$ cat src/rtl/gt_share_arbiter_if.sv
// Request/operand/grant/response bundle between client blocks and gt_share_arbiter.
// rsp_eq only exists when GT_EQ_FLAG_EN is defined.
interface gt_share_arbiter_if #(
    parameter int NREQ  = 4,
    parameter int WIDTH = 2
);
    localparam int ID_W = $clog2(NREQ);

    logic [NREQ-1:0]       req;
    logic [NREQ*WIDTH-1:0] opa;
    logic [NREQ*WIDTH-1:0] opb;
    logic [NREQ-1:0]       gnt;
    logic                  busy;
    logic                  rsp_valid;
    logic                  rsp_ready;
    logic [ID_W-1:0]       rsp_id;
    logic                  rsp_gt;
`ifdef GT_EQ_FLAG_EN
    logic                  rsp_eq;
`endif

    modport master (
        output req, opa, opb, rsp_ready,
        input  gnt, busy, rsp_valid, rsp_id, rsp_gt
`ifdef GT_EQ_FLAG_EN
        , input rsp_eq
`endif
    );

    modport slave (
        input  req, opa, opb, rsp_ready,
        output gnt, busy, rsp_valid, rsp_id, rsp_gt
`ifdef GT_EQ_FLAG_EN
        , output rsp_eq
`endif
    );
endinterface

$ cat src/rtl/gt_share_arbiter.sv
// Round-robin arbiter sharing one unsigned A>B comparator among NREQ requesters.
// Optional equality flag (rsp_eq) is built when GT_EQ_FLAG_EN is defined.
module gt_share_arbiter #(
    parameter int NREQ  = 4,
    parameter int WIDTH = 2
) (
    input  logic               clk,
    input  logic               rst_n,
    gt_share_arbiter_if.slave  bus
);
    localparam int ID_W = $clog2(NREQ);

    localparam logic [1:0] ST_IDLE = 2'd0;
    localparam logic [1:0] ST_CMP  = 2'd1;
    localparam logic [1:0] ST_RSP  = 2'd2;

    logic [1:0]       state_reg;
    logic [ID_W-1:0]  rr_ptr_reg;
    logic [WIDTH-1:0] a_reg;
    logic [WIDTH-1:0] b_reg;
    logic [NREQ-1:0]  gnt_reg;
    logic             rsp_valid_reg;
    logic [ID_W-1:0]  rsp_id_reg;
    logic             rsp_gt_reg;
`ifdef GT_EQ_FLAG_EN
    logic             rsp_eq_reg;
`endif

    logic [WIDTH-1:0] opa_arr [NREQ];
    logic [WIDTH-1:0] opb_arr [NREQ];
    logic [NREQ-1:0]  gnt_next;
    logic [ID_W-1:0]  winner_next;
    logic [ID_W-1:0]  cand_next;
    logic             found_next;

    generate
        for (genvar gi = 0; gi < NREQ; gi++) begin : g_lane
            assign opa_arr[gi]  = bus.opa[gi*WIDTH +: WIDTH];
            assign opb_arr[gi]  = bus.opb[gi*WIDTH +: WIDTH];
            assign gnt_next[gi] = (winner_next == ID_W'(gi));
        end
    endgenerate

    // Search starts one past the last winner, so the previous winner is checked last.
    always_comb begin
        found_next  = 1'b0;
        winner_next = '0;
        cand_next   = rr_ptr_reg;
        for (int k = 0; k < NREQ; k++) begin
            cand_next = (cand_next == ID_W'(NREQ-1)) ? '0 : cand_next + ID_W'(1);
            if (!found_next && bus.req[cand_next]) begin
                found_next  = 1'b1;
                winner_next = cand_next;
            end
        end
    end

    always_ff @(posedge clk or negedge rst_n) begin
        if (!rst_n) begin
            state_reg     <= ST_IDLE;
            rr_ptr_reg    <= ID_W'(NREQ-1);
            a_reg         <= '0;
            b_reg         <= '0;
            gnt_reg       <= '0;
            rsp_valid_reg <= 1'b0;
            rsp_id_reg    <= '0;
            rsp_gt_reg    <= 1'b0;
`ifdef GT_EQ_FLAG_EN
            rsp_eq_reg    <= 1'b0;
`endif
        end else begin
            gnt_reg <= '0;
            case (state_reg)
                ST_IDLE: begin
                    if (found_next) begin
                        a_reg      <= opa_arr[winner_next];
                        b_reg      <= opb_arr[winner_next];
                        gnt_reg    <= gnt_next;
                        rr_ptr_reg <= winner_next;
                        state_reg  <= ST_CMP;
                    end
                end
                ST_CMP: begin
                    // rr_ptr_reg still holds the winner latched in IDLE.
                    rsp_gt_reg    <= (a_reg > b_reg);
`ifdef GT_EQ_FLAG_EN
                    rsp_eq_reg    <= (a_reg == b_reg);
`endif
                    rsp_id_reg    <= rr_ptr_reg;
                    rsp_valid_reg <= 1'b1;
                    state_reg     <= ST_RSP;
                end
                ST_RSP: begin
                    if (bus.rsp_ready) begin
                        rsp_valid_reg <= 1'b0;
                        state_reg     <= ST_IDLE;
                    end
                end
                default: state_reg <= ST_IDLE;
            endcase
        end
    end

    assign bus.gnt       = gnt_reg;
    assign bus.busy      = (state_reg != ST_IDLE);
    assign bus.rsp_valid = rsp_valid_reg;
    assign bus.rsp_id    = rsp_id_reg;
    assign bus.rsp_gt    = rsp_gt_reg;
`ifdef GT_EQ_FLAG_EN
    assign bus.rsp_eq    = rsp_eq_reg;
`endif
endmodule

$ cat src/flat_wrapper.sv
// flat-port wrapper written by rule: the top's interface ports become plain ports
module gt_share_arbiter_flat 
#(
    parameter int NREQ  = 4,
    parameter int WIDTH = 2
)
  (clk, rst_n, bus_req, bus_opa, bus_opb, bus_rsp_ready, bus_gnt, bus_busy, bus_rsp_valid, bus_rsp_id, bus_rsp_gt);
  gt_share_arbiter_if #(.NREQ(NREQ), .WIDTH(WIDTH)) bus_i ();
  input  logic clk;
  input  logic rst_n;
  input wire logic [$bits(bus_i.req)-1:0] bus_req;
  input wire logic [$bits(bus_i.opa)-1:0] bus_opa;
  input wire logic [$bits(bus_i.opb)-1:0] bus_opb;
  input wire logic [$bits(bus_i.rsp_ready)-1:0] bus_rsp_ready;
  output wire logic [$bits(bus_i.gnt)-1:0] bus_gnt;
  output wire logic [$bits(bus_i.busy)-1:0] bus_busy;
  output wire logic [$bits(bus_i.rsp_valid)-1:0] bus_rsp_valid;
  output wire logic [$bits(bus_i.rsp_id)-1:0] bus_rsp_id;
  output wire logic [$bits(bus_i.rsp_gt)-1:0] bus_rsp_gt;
  assign bus_i.req = bus_req;
  assign bus_i.opa = bus_opa;
  assign bus_i.opb = bus_opb;
  assign bus_i.rsp_ready = bus_rsp_ready;
  assign bus_gnt = bus_i.gnt;
  assign bus_busy = bus_i.busy;
  assign bus_rsp_valid = bus_i.rsp_valid;
  assign bus_rsp_id = bus_i.rsp_id;
  assign bus_rsp_gt = bus_i.rsp_gt;
  gt_share_arbiter #(.NREQ(NREQ), .WIDTH(WIDTH)) u_core (.clk(clk), .rst_n(rst_n), .bus(bus_i));
endmodule
$ cat config.mk
export PLATFORM = sky130hd
export DESIGN_NAME = gt_share_arbiter_flat
export DESIGN_NICKNAME = d
export VERILOG_FILES = /design/src/rtl/gt_share_arbiter_if.sv /design/src/rtl/gt_share_arbiter.sv /design/src/flat_wrapper.sv
export SDC_FILE = /design/constraint.sdc
export NUM_CORES = 1
export LEC_CHECK = 0
export CORE_AREA = 8 8 53 55
export CTS_CLUSTER_DIAMETER = 40
export DETAILED_ROUTE_END_ITERATION = 16
export DIE_AREA = 0 0 61 63
export PLACE_DENSITY_LB_ADDON = 0.25
export SYNTH_ARGS = -nofsm -noshare
export SYNTH_HDL_FRONTEND = slang
export SYNTH_SLANG_ARGS = --single-unit
$ cat constraint.sdc
create_clock -name clk -period 5.2 [get_ports clk]
set_clock_uncertainty 0.1 [all_clocks]
set_input_delay 1.3 -clock clk [delete_from_list [all_inputs] [get_ports clk]]
set_output_delay 1.3 -clock clk [all_outputs]
set_load 0.02 [all_outputs]
# Word level (Yosys, flattened, before mapping)
# Cells that the tools add are included.
# totals
rom_bits	0
latch_bits	0
elab_cells	76
reg_bits	16
n_memories	0
output_inout_bits	9
ram_bits	0
# op_classes
add_sub_neg	4
n_div	0
n_bitwise	1
n_eq_ne	11
reduce_logical	13
shift	0
mul	0
n_mux	33
order_cmp	6
# op_table
operator	count
$mux W2	14
$eq A2 B2 Y1 const B	7
$lt A2 B3 Y1 const B	4
$mux W1	9
$add A2 B1 Y2 const B	4
$bmux W1 S2	4
$bmux W2 S2	2
$mux W4	2
$pmux W2 S3	1
$reduce_and A2 Y1	3
$eq A2 B1 Y1 const B	2
$logic_not A2 Y1	2
$reduce_bool A2 Y1	2
$ge A3 B3 Y1 const B	1
$logic_and A1 B1 Y1	3
$logic_not A1 Y1	3
$not A2 Y3	1
$gt A2 B2 Y1	1
$ne A2 B1 Y1 const B	1
$ne A2 B2 Y1 const B	1
$pmux W1 S2	1

# Longest topological paths before layout
# logic_depth
word_depth	18
mapped_depth	7
ltp_nobuf	6

# Worst setup path before layout
# No wires, ideal clock.
# synth_path
path_kind	input to register
startpoint	input bus_req[3]
endpoint	register u_core.a_reg[0]
t_required_ps	4961
arrival_time_ps	2419
setup_slack_ps	2542
path_buffers	0
stages	5
cell_sequence	or4b_1 > o21ai_1 > a221oi_2 > a2111oi_0 > a311oi_1
# synth_via
elab_chain_len	16
word_cells_on_any_way	27
cone_classes	19 x mux; 1 x bitwise; 7 x reduce/logical
# synth_rtl
item	line_no	source
start, declared	flat_wrapper.sv:11	input wire logic [$bits(bus_i.req)-1:0] bus_req;
$bmux W1 S2	gt_share_arbiter.sv:51	if (!found_next && bus.req[cand_next]) begin
$mux W1 (not written as such)	gt_share_arbiter.sv:51	
$mux W1	gt_share_arbiter.sv:51	
$logic_not A1 Y1	gt_share_arbiter.sv:51	
$logic_and A1 B1 Y1	gt_share_arbiter.sv:51	
$mux W1	gt_share_arbiter.sv:51	
$logic_not A1 Y1	gt_share_arbiter.sv:51	
$logic_and A1 B1 Y1	gt_share_arbiter.sv:51	
$mux W1	gt_share_arbiter.sv:51	
$logic_not A1 Y1	gt_share_arbiter.sv:51	
$logic_and A1 B1 Y1	gt_share_arbiter.sv:51	
$mux W2	gt_share_arbiter.sv:51	
$not A2 Y3 (not written as such)	gt_share_arbiter.sv:76	a_reg <= opa_arr[winner_next];
$bmux W2 S2	gt_share_arbiter.sv:76	
$mux W2 (not written as such) (2 in series)	gt_share_arbiter.sv:76	
end signal, assigned	gt_share_arbiter.sv:76	
end, declared	gt_share_arbiter.sv:19	logic [WIDTH-1:0] a_reg;
# Several ways; a longest one is shown, not always the timed one. The select of a mux whose other input is x is not followed.
# A chain may end at the register's enable or synchronous reset.

# Final worst setup path
# layout_path
startpoint	input bus_req[3]
endpoint	register u_core.b_reg[1]
# layout_via
elab_chain_len	16
word_cells_on_any_way	27
cone_classes	19 x mux; 1 x bitwise; 7 x reduce/logical
# layout_rtl
item	line_no	source
$bmux W1 S2	gt_share_arbiter.sv:51	
$mux W1 (not written as such)	gt_share_arbiter.sv:51	
$mux W1	gt_share_arbiter.sv:51	
$logic_not A1 Y1	gt_share_arbiter.sv:51	
$logic_and A1 B1 Y1	gt_share_arbiter.sv:51	
$mux W1	gt_share_arbiter.sv:51	
$logic_not A1 Y1	gt_share_arbiter.sv:51	
$logic_and A1 B1 Y1	gt_share_arbiter.sv:51	
$mux W1	gt_share_arbiter.sv:51	
$logic_not A1 Y1	gt_share_arbiter.sv:51	
$logic_and A1 B1 Y1	gt_share_arbiter.sv:51	
$mux W2	gt_share_arbiter.sv:51	
$not A2 Y3 (not written as such)	gt_share_arbiter.sv:77	b_reg <= opb_arr[winner_next];
$bmux W2 S2	gt_share_arbiter.sv:77	
$mux W2 (not written as such) (2 in series)	gt_share_arbiter.sv:77	
end signal, assigned	gt_share_arbiter.sv:77	
end, declared	gt_share_arbiter.sv:20	logic [WIDTH-1:0] b_reg;
# Several ways; a longest one is shown, not always the timed one. The select of a mux whose other input is x is not followed.

==> impl_metrics.toml <==
[outcome]
run_status = "finished, final reports clean"

[die]
io_pins = 32
core_area_um2 = 2060
start_util = 0.423
fp.dieH_um = 63
die_area_um2 = 3840
die-width_um = 61
rows = 17

[global_routing]
grt_pass1_wl_um = 3730
grt_antenna_before_repair = 0
grt_overflow_total = 0
groute.usage.overall = 0.127
grt_max_degree = 17
first_global_vias = 863

[critical_path]
worstSetupPathType = "in -> reg"
critical_path.max_stage_delay_ps = 540
critPathLaunch = "bus_req[3]"
cp-start-kind = "input port"
cpMaxStageDelayCell = "or4b_1"
crit_path_end_kind = "flip-flop"
crit_chain = "clkdlybuf4s50_1 -> or4b_1 -> o21ai_1 -> a221oi_2 -> a2111oi_0 -> a311oi_1"
critPathRequiredTime_ps = 5260
crit_arrival_ps = 3150
worstReg2RegStart = "u_core.rr_ptr_reg[0]"
worst-path-max-fanout = 6

[synth]
yosys_warnings = 0
ys_seq_area_frac = 0.461
async_flop_share = 1.00
synth_cells = 92
synth_edf_count = 0
syn_nets = 118
syn_avg_cell_area_um2 = 9.49
netlist_area_um2 = 873
synth_cell_types = 27
ys.flop_type = "dfrtp_1"
ys_ff_latch = 16

[final_layout]
multi_input_area_um2 = 439
layout-drive-gt1-share = 0.0887
nNetsFinal = 151
design_area_um2 = 1240
fillers = 194
largest_register_ff_count = 4
final_common_cell = "clkdlybuf4s50_1"
final_cell_mix = "clkdlybuf4s50_1, nand2_1, dfrtp_1"
seq_area_um2 = 403
n_antenna_cell = 0
syn2layout_area_growth_pct = 41.8

[cts]
cts_tree = "built"
cts_made_buffers = 3
cts-root-buf = "clkbuf_4"
htreeDepth = 1
hold_buffers = 0
clock_sinks = 16
clk_path_buf_depth = 2
clk_latency_ps = 290
post_cts_buffers = 0
cts_resized = 0
clkSlewWorstSetupHoldPaths_ps = 100

[timing]
rsz0062_at_grt = "no"
worst_slew_pin_slew_ps = 666
slew_violations = 0
hold_viol = 0
maxSlewHeadroom = 0.554
finalSetupViolCount = 0
min_period_ps = 3090
period_share = 0.594
fmax_mhz = 324
fin_setup_tns_ps = 0

[min_path]
hp-start = "u_core.rr_ptr_reg[1]"
hold_class = "reg -> reg"

[drt]
dr_total_vias = 810
finalWirelength_um = 2130
routed_via_density = 5.33
drt-initial-drc-count = 8
ant_nets = 0
drt_pass1_iterations = 4
drc = 0
wl_per_cell_um = 14.0

[placement]
placed_area_um2 = 1200
port_buffers = 31
finalWeightedCongestion = 0.826
hpwl_um = 1770

[power]
ir_drop_mv = 0.374
leakage_nw = 0.521
power_per_cell_area_nw_per_um2 = 586
total_power_w = 0.000725

[flow_run]
drv_cap = 0
## report_power, final
group	switching, W	total [W]	leakage [nW]	internal, W
Combinational	0.000231	0.000417	0.307	0.000186
Clock	0.0000409	0.0000836	0.0210	0.0000427
Sequential	0.0000366	0.000225	0.193	0.000189
Total	0.000308	0.000725	0.521	0.000417
## stage by stage
stage | setup WS, ps | util | hold WS (ps) | cells
5_1_grt | 2000 | 0.600 | 422 | 152
2_1_floorplan | 2540 | - | 344 | 92
4_1_cts | 2130 | 0.600 | 382 | 152
3_3_place_gp | 1950 | 0.583 | 362 | 148
3_5_place_dp | 1810 | 0.583 | 368 | 148
6_report | 2110 | 0.600 | 381 | 152
## critical path: cells and delay by family
kind | cells | cell delay [ps]
AO/OA/AOI/OAI | 4 | 830
buffers and inverters | 1 | 490
AND/OR/NAND/NOR | 1 | 540
## cells by family (layout without fill, tap and decap cells)
family / count (synthesis) / after routing / share of synthesized area
compound gates: 27 / 27 / 0.234
flops: 16 / 16 / 0.461
buf+inv: 7 / 39 / 0.0358
fa+ha+maj: 3 / 3 / 0.0430
simple gates: 37 / 37 / 0.201
mux: 2 / 2 / 0.0258
## layout make-up
class                      count  area share
clock buffer                   4      0.0293
multi-input combinational     69       0.355
timing repair buffer          31       0.251
sequential                    16       0.325
tap                           28      0.0283
inverter                       4      0.0121
## worst paths after layout
kind	endpoint	slack, ps	depth (start not counted)
max in group asynchronous	u_core.bus.rsp_id[1]	3270	1
min reg2reg	u_core.rr_ptr_reg[1]	380	2
max	u_core.b_reg[1]	2110	6
min	u_core.rr_ptr_reg[1]	380	2
min in group asynchronous	u_core.state_reg[0]	1310	1
max reg2reg	u_core.b_reg[1]	2660	6
## per-layer routing
metal | routed length, µm | vias to the layer above | GRT usage
met5 | 0 | - | 0
met4 | 44 | 0 | 0.0875
li1 | - | 405 | -
met1 | 891 | 378 | 0.140
met3 | 116 | 4 | 0.0309
met2 | 1080 | 23 | 0.202
## synthesized netlist by cell type, types with 2 or more instances
cell / instances / area share
nand2_1: 15 / 0.064
dfrtp_1: 14 / 0.40
nor2_1: 13 / 0.056
a21oi_1: 6 / 0.034
a2111oi_0: 4 / 0.040
a311oi_1: 4 / 0.040
inv_1: 4 / 0.017
o21ai_0: 4 / 0.023
o31a_1: 4 / 0.040
ha_1: 3 / 0.043
dfstp_2: 2 / 0.060
mux2_2: 2 / 0.026
nand2b_1: 2 / 0.014
or2_1: 2 / 0.014
Power figures use the tool's default switching activity.
